==> config.mk <==
export PLATFORM = sky130hd
export DESIGN_NAME = fifo_reader
export DESIGN_NICKNAME = d
export VERILOG_FILES = /design/src/rtl/fifo_pkg.sv /design/src/rtl/skid_buf2.sv /design/src/rtl/fifo_reader.sv
export SDC_FILE = /design/constraint.sdc
export NUM_CORES = 1
export LEC_CHECK = 0
export BUFFER_PORTS_ARGS = -buffer_cell sky130_fd_sc_hd__buf_4
export CELL_PAD_IN_SITES_DETAIL_PLACEMENT = 0
export CELL_PAD_IN_SITES_GLOBAL_PLACEMENT = 2
export CORE_ASPECT_RATIO = 1.75
export CORE_UTILIZATION = 36
export DETAILED_ROUTE_END_ITERATION = 16
export PLACE_DENSITY_LB_ADDON = 0.1
export SETUP_SLACK_MARGIN = 0.1
export SYNTH_ARGS = -nofsm -noshare
export SYNTH_HDL_FRONTEND = slang
export SYNTH_SLANG_ARGS = --single-unit
export TNS_END_PERCENT = 50
==> constraint.sdc <==
create_clock -name clk_read -period 3.4 [get_ports clk_read]
set_clock_uncertainty 0.1 [all_clocks]
set_input_delay 0.17 -clock clk_read [delete_from_list [all_inputs] [get_ports clk_read]]
set_output_delay 0.17 -clock clk_read [all_outputs]
set_load 0.01 [all_outputs]
==> src/rtl/fifo_pkg.sv <==
// Shared types and constants for the FIFO read-side streaming block.
// Latency: n/a (declarations only).
// Backpressure: n/a.
package fifo_pkg;

  // Width of the free-running accepted-beat counter.
  localparam int BEAT_CNT_W = 16;

  // Skid buffer occupancy; the encoding is relied on by the read-ahead
  // arithmetic in fifo_reader (occupancy used directly as a count).
  typedef enum logic [1:0] {
    EMPTY = 2'd0,
    ONE   = 2'd1,
    TWO   = 2'd2
  } occ_t;

endpackage

==> src/rtl/skid_buf2.sv <==
// Two-entry skid buffer: words pushed at the tail, oldest word presented at the head.
// Latency: a pushed word is visible at head_data the cycle after push when the buffer was empty.
// Backpressure: caller must never push into a full buffer without popping in the same cycle.
//
// Ports:
//   clk_read   - clock, all state on rising edge
//   rst        - synchronous active-low reset (occupancy only; data storage is not reset)
//   push       - write push_data into the tail this cycle
//   push_data  - word to store
//   pop        - discard the head word this cycle (ignored when EMPTY)
//   head_data  - oldest stored word, don't-care while EMPTY
//   occupancy  - EMPTY / ONE / TWO
module skid_buf2 import fifo_pkg::*; #(
  parameter int DATA_WIDTH = 8
) (
  input  logic                  clk_read,
  input  logic                  rst,
  input  logic                  push,
  input  logic [DATA_WIDTH-1:0] push_data,
  input  logic                  pop,
  output logic [DATA_WIDTH-1:0] head_data,
  output occ_t                  occupancy
);

  occ_t                  occ_nxt;
  logic [DATA_WIDTH-1:0] head_q;
  logic [DATA_WIDTH-1:0] tail_q;

  always_ff @(posedge clk_read) begin
    if (!rst) begin
      occupancy <= EMPTY;
    end else begin
      occupancy <= occ_nxt;
    end
  end

  always_comb begin
    occ_nxt = occupancy;
    case (occupancy)
      EMPTY: begin
        if (push) occ_nxt = ONE;
      end
      ONE: begin
        if (push && !pop)      occ_nxt = TWO;
        else if (pop && !push) occ_nxt = EMPTY;
      end
      TWO: begin
        if (pop && !push) occ_nxt = ONE;
      end
      default: occ_nxt = EMPTY;
    endcase
  end

  // Data storage carries no reset: contents are only meaningful while the
  // occupancy says they are.
  always_ff @(posedge clk_read) begin
    case (occupancy)
      EMPTY: begin
        if (push) head_q <= push_data;
      end
      ONE: begin
        if (push) begin
          // Simultaneous push and pop replaces the head directly.
          if (pop) head_q <= push_data;
          else     tail_q <= push_data;
        end
      end
      TWO: begin
        if (pop) begin
          head_q <= tail_q;
          if (push) tail_q <= push_data;
        end
      end
      default: begin
      end
    endcase
  end

  assign head_data = head_q;

endmodule

==> src/rtl/fifo_reader.sv <==
// Drains a synchronous-read FIFO into a valid/ready stream with burst framing and a beat counter.
// Latency: 2 cycles from a non-empty FIFO to out_valid (read-enable cycle, capture cycle), then 1 beat/cycle.
// Backpressure: out_ready low holds the head word; reads stop once buffered plus in-flight words reach 2.
//
// Ports:
//   clk_read      - sole clock
//   rst           - synchronous active-low reset; also gates fifo_rd_en low
//   fifo_empty    - FIFO empty flag
//   fifo_rd_data  - FIFO read data, valid the cycle after fifo_rd_en
//   fifo_rd_en    - FIFO pop request (combinational)
//   out_data      - stream data (oldest buffered word)
//   out_valid     - stream valid
//   out_ready     - stream accept
//   out_last      - final beat of each BURST_LEN burst
//   beat_count    - accepted beats since reset, wrapping
module fifo_reader import fifo_pkg::*; #(
  parameter int DATA_WIDTH = 8,
  parameter int BURST_LEN  = 4
) (
  input  logic                  clk_read,
  input  logic                  rst,
  input  logic                  fifo_empty,
  input  logic [DATA_WIDTH-1:0] fifo_rd_data,
  output logic                  fifo_rd_en,
  output logic [DATA_WIDTH-1:0] out_data,
  output logic                  out_valid,
  input  logic                  out_ready,
  output logic                  out_last,
  output logic [BEAT_CNT_W-1:0] beat_count
);

  localparam int IDX_W = (BURST_LEN > 1) ? $clog2(BURST_LEN) : 1;
  localparam logic [IDX_W-1:0] LAST_IDX = IDX_W'(BURST_LEN - 1);

  occ_t             occupancy;
  logic             pending;
  logic             pop;
  logic [2:0]       fill_nxt;
  logic [IDX_W-1:0] beat_idx;

  assign out_valid = (occupancy != EMPTY);
  assign pop       = out_valid & out_ready;

  // Words that will be held next cycle if nothing new is requested. Issuing
  // a read only while this is below 2 guarantees the in-flight word always
  // has a free slot when it lands, so the buffer never overflows.
  assign fill_nxt   = 3'(occupancy) + 3'(pending) - 3'(pop);
  assign fifo_rd_en = rst & ~fifo_empty & (fill_nxt < 3'd2);

  // pending marks that fifo_rd_data carries a word this cycle.
  always_ff @(posedge clk_read) begin
    if (!rst) begin
      pending <= 1'b0;
    end else begin
      pending <= fifo_rd_en;
    end
  end

  skid_buf2 #(
    .DATA_WIDTH (DATA_WIDTH)
  ) u_skid (
    .clk_read  (clk_read),
    .rst       (rst),
    .push      (pending),
    .push_data (fifo_rd_data),
    .pop       (pop),
    .head_data (out_data),
    .occupancy (occupancy)
  );

  always_ff @(posedge clk_read) begin
    if (!rst) begin
      beat_idx   <= '0;
      beat_count <= '0;
    end else if (pop) begin
      beat_idx   <= (beat_idx == LAST_IDX) ? '0 : beat_idx + IDX_W'(1);
      beat_count <= beat_count + BEAT_CNT_W'(1);
    end
  end

  assign out_last = out_valid & (beat_idx == LAST_IDX);

endmodule

==> impl_metrics.json <==
{
  "status": "complete, no violations",
  "min_period_ps": 2890,
  "p_per_area_mw_per_mm2": 394,
  "crit_type": "flip-flop to output port",
  "p_seq_share_pct": 57.2,
  "power.switching_uw": 192,
  "arrival_ps": 2620,
  "finalHoldViolCount": 0,
  "max_clock_freq_mhz": 346,
  "first_pass_iters": 4,
  "chipHeight_microns": 91.7,
  "relSlewSlack_pct": 47.9,
  "first_global_vias": 1232,
  "ys.warnings.count": 0,
  "clockPowerShare_pct": 33.5,
  "vias_per_cell": 5.03,
  "wl_per_cell_microns": 13.4,
  "die_w_microns": 53.3,
  "cp_max_fo": 12,
  "cp.depth": 7,
  "grtUsageTotal_pct": 15.5,
  "nNetsFinal": 215,
  "clk_latency_ps": 280,
  "numCtsBuffers": 5,
  "gp_congestion": 0.679,
  "comb_power_share_pct": 9.3,
  "async_reset_ff_share_pct": 0,
  "hold_end": "pending",
  "num_io_pins": 39,
  "reg2reg_depth": 4,
  "place_inst": 235,
  "fp-row-count": 32,
  "clkTransAtPathRegs_ps": 70,
  "dieArea_sq_mm": 0.00488,
  "ant_nets": 0,
  "yosysSeqAreaShare_pct": 54.4,
  "synth_edf_count": 16,
  "ys_ff_latch": 37,
  "internal_power_uw": 657,
  "layout-drive-gt1-share_pct": 29.4,
  "maxCapViolations": 0,
  "hp-start": "rst",
  "synthMostInstantiatedCell": "dfxtp_1",
  "drt_wl_total_microns": 3390,
  "synthFlopType": "dfxtp_1",
  "synth_nets": 165,
  "r2r-end": "u_skid.tail_q[4]",
  "synth.area.top_cells": "edfxtp_1 (29%), dfxtp_1 (25%), mux2_2 (5.4%)",
  "reg2reg_from": "u_skid.occupancy[1]",
  "overflow": 0,
  "fin_cells": 252,
  "worstMarginPinSlew_ps": 781,
  "holdPathStages": 3,
  "hpwl_microns": 2470,
  "dr_total_vias": 1267,
  "min_period_over_period_pct": 85.0,
  "h-tree-depth": 2,
  "syn_inst": 150,
  "diodes": 0,
  "netlist_area_sq_mm": 0.00166,
  "synth_top_area_share_pct": 29.0,
  "end_kind": "output port",
  "synth_area_per_cell_sq_um": 11.0,
  "setup_viol": 0,
  "rrSetupSlack_ps": 900,
  "synthToLayoutAreaGrowth_pct": 30.2,
  "slew_violations": 0,
  "cp_num_buf_inv": 1,
  "drc": 0,
  "power.leakage_uw": 0.000868,
  "slowest_delay_ps": 600,
  "cts_max_path_buffers": 2,
  "final_util_pct": 48.9,
  "cts_tree": "yes",
  "hold_class": "input port to flip-flop",
  "crit_required_ps": 3130,
  "grt_pass1_wl_microns": 5480,
  "worstSetupStartpointType": "flip-flop",
  "cts-root-buf": "clkbuf_8",
  "peakVddDrop_uv": 283,
  "cp_top_family": "simple AND/OR/NAND/NOR gates",
  "p_total_uw": 849,
  "synth_cell_type_count": 38,
  "tns_ps": 0,
  "yosysTopAreaCell": "edfxtp_1",
  "switching_share_pct": 22.6,
  "antenna_found_initial": 0,
  "clock_sinks": 37,
  "port_buffers": 38,
  "cp_cell_sequence": "nand2b_1 > nor2_1 > o21ai_1 > fa_1 > xor2_1 > nor3_1 > buf_4",
  "synth_common_cells": "dfxtp_1 (21), edfxtp_1 (16), nand2_1 (15), nor2_1 (15), a21oi_1 (10)",
  "crit_path_top_delay_cell": "dfxtp_1",
  "cts-resized-gates": 0,
  "core_area_sq_mm": 0.00440,
  "drt-initial-drc-count": 11,
  "grt_max_degree": 19,
  "initial_utilization_pct": 37.6,
  "rsz0062_at_grt": "false"
}
[how the worst max path moves through the flow]
| stage | start | to | slack (ps) |
|---|---|---|---|
| 2_1_floorplan | u_skid.occupancy[1] | fifo_rd_en | 1260 |
| 3_3_place_gp | u_skid.occupancy[1] | fifo_rd_en | 950 |
| 3_5_place_dp | u_skid.occupancy[1] | fifo_rd_en | 810 |
| 4_1_cts | u_skid.occupancy[1] | fifo_rd_en | 490 |
| 5_1_grt | u_skid.occupancy[1] | fifo_rd_en | 260 |
| 6_report | u_skid.occupancy[1] | fifo_rd_en | 510 |
[layout by cell type, fill, tap and decap left out, drive strengths merged]
master        n
xor2          4
inv           3
nor2         15
nand4         2
and3          1
or4           1
o21a          1
dfxtp        21
o22a          1
nand3         5
and2          2
o21ai         6
nor3          6
ha            2
o2111a        1
mux2i         3
nand2        15
or2           1
a21oi        10
edfxtp       16
fa            1
clkinv        4
nor4          3
buf          39
xnor2         7
mux2          8
nand4b        2
dlygate4sd3   9
nand2b        3
or3           1
clkbuf        5
nor2b         2
o2111ai       1
[state kept, by name, summed over array words and instances, names as in the netlist]
| register | flops |
|---|---|
| u_skid.tail_q | 8 |
| beat_count | 16 |
| u_skid.head_data | 8 |
| pending | 1 |
| u_skid.occupancy | 2 |
| beat_idx | 2 |
[cell type report]
class | instances | area (sq um)
fill | 434 | 2250
sequential | 37 | 901
multi-input combinational | 104 | 711
timing repair buffer | 48 | 383
clock buffer | 5 | 68.8
tap | 51 | 63.8
inverter | 4 | 15.0
clock inverter | 3 | 12.5
[routing by layer]
layer  vias up  track usage [%]  part of all wire (%)  routed length, microns
li1        630                -                     -                       -
met1       599             16.3                    40                    1370
met2        33             27.0                    53                    1810
met3         5             3.81                   4.1                     140
met4         0             7.89                   2.1                      72
met5         -                0                     0                       0
[cells by family (layout without fill, tap and decap cells)]
kind of cell | after synthesis | in the layout | synth area share [%]
flops | 37 | 37 | 54.4
compound gates | 20 | 20 | 7.63
xor+xnor | 11 | 11 | 5.82
buf+inv | 9 | 60 | 2.64
simple gates | 59 | 59 | 19.5
mux | 11 | 11 | 7.26
fa+ha+maj | 3 | 3 | 2.72
[metrics by stage]
stage / area, sq um / hold WS (ps) / setup slack [ps]
2_1_floorplan: 1660 / 148 / 1260
6_report: 2150 / 86.9 / 510
3_3_place_gp: 1980 / 246 / 954
4_1_cts: 2150 / 82.5 / 487
5_1_grt: 2150 / 96.7 / 257
3_5_place_dp: 1980 / 254 / 806
[power by group through the flow]
stage                     sequential [uW]  combinational [uW]  clock (uW)
after detailed placement              496                71.9           0
after CTS                             486                80.5         298
after floorplan                       497                35.3           0
after global placement                495                70.4           0
after global routing                  487                87.8         307
final                                 486                79.1         284
[repair_timing]
action | CTS | global route
hold buffers | 9 | 0
endpoints found under the hold margin | 9 | 0
buffers inserted | 0 | 0
[tightest hold or removal path: cells and delay by family]
family	cells	cell delay, ps
and+or+nand+nor	2	110
buffers and inverters	1	140
No activity file was read; power rests on OpenSTA's default activity.
